<file path="src/rtl/imm_ext_pipe.sv">
// Immediate-extension stage for the decode path: sign/zero/upper/branch extension
// registered behind a 2-entry skid buffer with valid/ready on both sides.
module imm_ext_pipe #(
  parameter int IN_W  = 16,
  parameter int OUT_W = 32,
  parameter int SHAMT = 2
) (
  input  logic             clk,
  input  logic             rst_n,
  input  logic             flush,
  input  logic             in_valid,
  output logic             in_ready,
  input  logic [IN_W-1:0]  in_imm,
  input  logic [1:0]       in_mode,
  output logic             out_valid,
  input  logic             out_ready,
  output logic [OUT_W-1:0] out_imm
);

  logic [OUT_W-1:0] sign_ext;
  logic [OUT_W-1:0] zero_ext;
  logic [OUT_W-1:0] upper_ext;
  logic [OUT_W-1:0] branch_ext;
  logic [OUT_W-1:0] ext_val;

  logic             main_v_reg;
  logic [OUT_W-1:0] main_d_reg;
  logic             skid_v_reg;
  logic [OUT_W-1:0] skid_d_reg;

  logic accept;
  logic consume;

  genvar gi;
  generate
    for (gi = 0; gi < OUT_W; gi++) begin : g_ext
      if (gi < IN_W) begin : g_low
        assign sign_ext[gi] = in_imm[gi];
        assign zero_ext[gi] = in_imm[gi];
      end else begin : g_high
        assign sign_ext[gi] = in_imm[IN_W-1];
        assign zero_ext[gi] = 1'b0;
      end
    end
  endgenerate

  assign upper_ext  = {in_imm, {(OUT_W-IN_W){1'b0}}};
  assign branch_ext = sign_ext << SHAMT;

  always_comb begin
    ext_val = sign_ext;
    case (in_mode)
      2'b00:   ext_val = sign_ext;
      2'b01:   ext_val = zero_ext;
      2'b10:   ext_val = upper_ext;
      default: ext_val = branch_ext;
    endcase
  end

  // Ready depends only on held state, so out_ready never reaches in_ready.
  assign in_ready  = rst_n & ~skid_v_reg;
  assign accept    = in_valid & in_ready;
  assign consume   = main_v_reg & out_ready;
  assign out_valid = main_v_reg;
  assign out_imm   = main_d_reg;

  always_ff @(posedge clk) begin
    if (!rst_n) begin
      main_v_reg <= 1'b0;
      main_d_reg <= '0;
      skid_v_reg <= 1'b0;
      skid_d_reg <= '0;
    end else if (flush) begin
      main_v_reg <= 1'b0;
      skid_v_reg <= 1'b0;
    end else if (!main_v_reg || consume) begin
      if (skid_v_reg) begin
        main_v_reg <= 1'b1;
        main_d_reg <= skid_d_reg;
        skid_v_reg <= 1'b0;
      end else begin
        main_v_reg <= accept;
        if (accept) main_d_reg <= ext_val;
      end
    end else if (accept) begin
      skid_v_reg <= 1'b1;
      skid_d_reg <= ext_val;
    end
  end

endmodule

</file>
<file path="config.mk">
export PLATFORM = sky130hd
export DESIGN_NAME = imm_ext_pipe
export DESIGN_NICKNAME = d
export VERILOG_FILES = /design/src/rtl/imm_ext_pipe.sv
export SDC_FILE = /design/constraint.sdc
export NUM_CORES = 1
export LEC_CHECK = 0
export ABC_AREA = 0
export CORE_UTILIZATION = 57
export CTS_BUF_LIST = sky130_fd_sc_hd__clkbuf_16
export DETAILED_ROUTE_END_ITERATION = 16
export GPL_ROUTABILITY_DRIVEN = 0
export PLACE_DENSITY = 0.9
export SLEW_MARGIN = 20
export SYNTH_ARGS = -nofsm -noshare
export SYNTH_HDL_FRONTEND = slang
export SYNTH_SLANG_ARGS = --single-unit
</file>
<file path="constraint.sdc">
create_clock -name clk -period 3.5 [get_ports clk]
set_clock_uncertainty 0.15 [all_clocks]
set_input_delay 0.35 -clock clk [delete_from_list [all_inputs] [get_ports clk]]
set_output_delay 0.35 -clock clk [all_outputs]
set_load 0.01 [all_outputs]
</file>
==> results.py <==
metrics = {
    "die": {
        "initial_core_util_pct": 60.08,
        "core.rowCount": 27,
        "top_level_ports": 57,
        "dieArea_mm2": 0.006223,
        "die_y_um": 78.89,
        "core_area_mm2": 0.005608,
        "die_x_um": 78.89,
    },
    "synth": {
        "synth_top_area_share_pct": 39.21,
        "async_flop_share_pct": 0,
        "synth.avg_cell_area_um2": 9.412,
        "synth.area.top_cells": "dfxtp_1 39%, a21oi_1 9.2%, a32o_1 8.3%, a211o_1 7.5%, a211oi_1 6.5%",
        "syn_nets": 381,
        "netlist_area_mm2": 0.003369,
        "synth_ff_type": "dfxtp_1",
        "synth_commonest_cells": "66 x dfxtp_1, 62 x a21oi_1, 32 x nand2b_1",
        "yosysSeqAreaShare_pct": 39.21,
        "synth_warnings": 0,
        "post-synth-top-count-cell": "dfxtp_1",
        "synth_seq_cells": 66,
        "syn_inst": 358,
        "synth_cell_types": 32,
        "synth_edf_count": 0,
        "yosysTopAreaCell": "dfxtp_1",
    },
    "grt": {
        "antenna_found_initial": 0,
        "grt_max_degree": 38,
        "grt_pass1_vias": 2926,
        "met3_usage_pct": 6.092,
        "grt_overflow": 0,
        "grt_pass1_wl_mm": 14.23,
        "gr-usage-met1_pct": 38.37,
        "grt.met2_usage_pct": 47.65,
        "top_usage_layer": "met2",
        "track_usage_pct": 29.45,
    },
    "power_and_ir_drop": {
        "p_leak_nw": 1.517,
        "max-vdd-ir-drop_v": 0.0003004,
        "powerDensity_mw_per_mm2": 433.5,
        "p_total_mw": 1.793,
    },
    "clocking": {
        "path_clk_slew_ns": 0.05,
        "cts_hold_buf": 0,
        "root_buffer": "clkbuf_16",
        "cts_buffers": 9,
        "postCtsSetupRepairBufs": 0,
        "cts_tree": "yes",
        "cts_buffer_depth": 2,
        "cts.sinks": 66,
        "htree_levels": 3,
        "cts_resized": 0,
        "clock_latency_ns": 0.33,
    },
    "timing": {
        "slew_violations": 0,
        "rsz0062_at_grt": "no",
        "tightest_slew_ns": 0.9279,
        "post-route-period-util_pct": 73.50,
        "whs_ns": 0.3118,
        "setup_viol": 0,
        "worst_slack_ns": 0.9275,
        "max_slew_margin_pct": 37.95,
        "period_needed_ns": 2.573,
        "fmax_ghz": 0.3887,
        "finalHoldViolCount": 0,
        "finalSetupTns_ns": 0,
    },
    "min_path": {
        "min_to": "out_imm[30]",
        "worstHoldStart": "out_imm[30]",
        "hold_class": "register to register",
        "whs_path_depth": 1,
    },
    "layout": {
        "utilization_pct": 73.76,
        "syn_to_final_growth_pct": 22.76,
        "drive_gt1_share_pct": 10.58,
        "diodes": 0,
        "final_area_mm2": 0.004136,
        "final_nets": 418,
        "final_cells": 469,
    },
    "place": {
        "dp_slack_ns": 0.8019,
        "dp_hpwl_mm": 5.458,
        "dpl_cell_area_mm2": 0.003895,
        "dp_cells": 456,
        "port_buffers": 56,
    },
    "routing": {
        "drc_errors": 0,
        "drtIter0Drc": 285,
        "wl_mm": 8.751,
        "num_vias": 3060,
        "vias_per_cell": 6.525,
        "first_pass_iters": 5,
        "avgRoutedWirePerCell_um": 18.66,
        "ant_nets": 0,
    },
    "worst_setup_path": {
        "cp-end-kind": "primary output",
        "criticalPathCategory": "input port to primary output",
        "worst-endpoint-required_ns": 3.00,
        "reg2reg_to": "out_imm[20]",
        "cp-start-kind": "input port",
        "crit_fanout": 36,
        "r2r_start": "skid_v_reg",
        "reg2regPathDepth": 4,
        "r2r_slack_ns": 1.27,
        "crit_arrival_ns": 2.07,
    },
    "run_status": {
        "status": "finished clean",
    },
    "run": {
        "max-cap-violations": 0,
    },
}
[report_power, final]
| group | internal, mW | switching [mW] |
|---|---|---|
| combinational | 0.130 | 0.130 |
| sequential | 0.773 | 0.0113 |
| clock | 0.456 | 0.292 |
[how the worst max path moves through the flow]
stage                     depth (start not counted)          end       start  slack (ns)
after global routing                              5     in_ready       rst_n        0.85
after floorplan                                   5  out_imm[22]  in_mode[0]        1.82
final                                             5     in_ready       rst_n        0.93
after global placement                            5  out_imm[15]  in_mode[0]        0.91
after detailed placement                          5   out_imm[2]  in_mode[0]        0.80
after CTS                                         5     in_ready       rst_n        0.93
[layout make-up]
type                       count  area [um^2]
clock buffer                   9        225.2
clock inverter                 4        16.27
fill                         433         1471
inverter                       6        22.52
multi-input combinational    244         1809
sequential                    66         1323
tap                           72        90.09
timing repair buffer          68        650.6
[critical path, cell delays in order]
cell and delay (ns):
clkdlybuf4s50_1 0.64, clkinv_1 0.11, buf_4 0.27, nor2_1 0.15, clkdlybuf4s50_1 0.55
[kinds of logic (layout without fill, tap and decap cells)]
| group | count (synthesis) | after routing | share of synthesized area [%] |
|---|---|---|---|
| AOI/OAI and AO/OA | 160 | 160 | 34.39 |
| and+or+nand+nor | 69 | 69 | 12.77 |
| DFF | 66 | 66 | 39.21 |
| buffers and inverters | 48 | 87 | 7.612 |
| muxes | 15 | 15 | 6.015 |
[routing by layer]
layer	vias to the layer above	routed length, um
met2	146	4156
met5	-	0
met1	1464	3777
met3	18	653
met4	0	163
li1	1432	-
[cells in the final DEF, fill, tap and decap left out, drive strengths merged]
master and instances:
nor3b 1, nor2b 16, a211oi 29, o311a 1, a211o 29, inv 8, nor2 5, clkdlybuf4s50 56
buf 12, clkinv 2, and2 1, a311oi 3, nand2b 32, a21oi 62, nand4 3, a41o 1
nand3 3, nor3 3, dfxtp 66, nand2 3, a32o 28, nor4bb 1, o31a 4, nand4bb 1
clkbuf 9, mux2 15, o21ai 3
No activity file was read; power rests on OpenSTA's default activity.
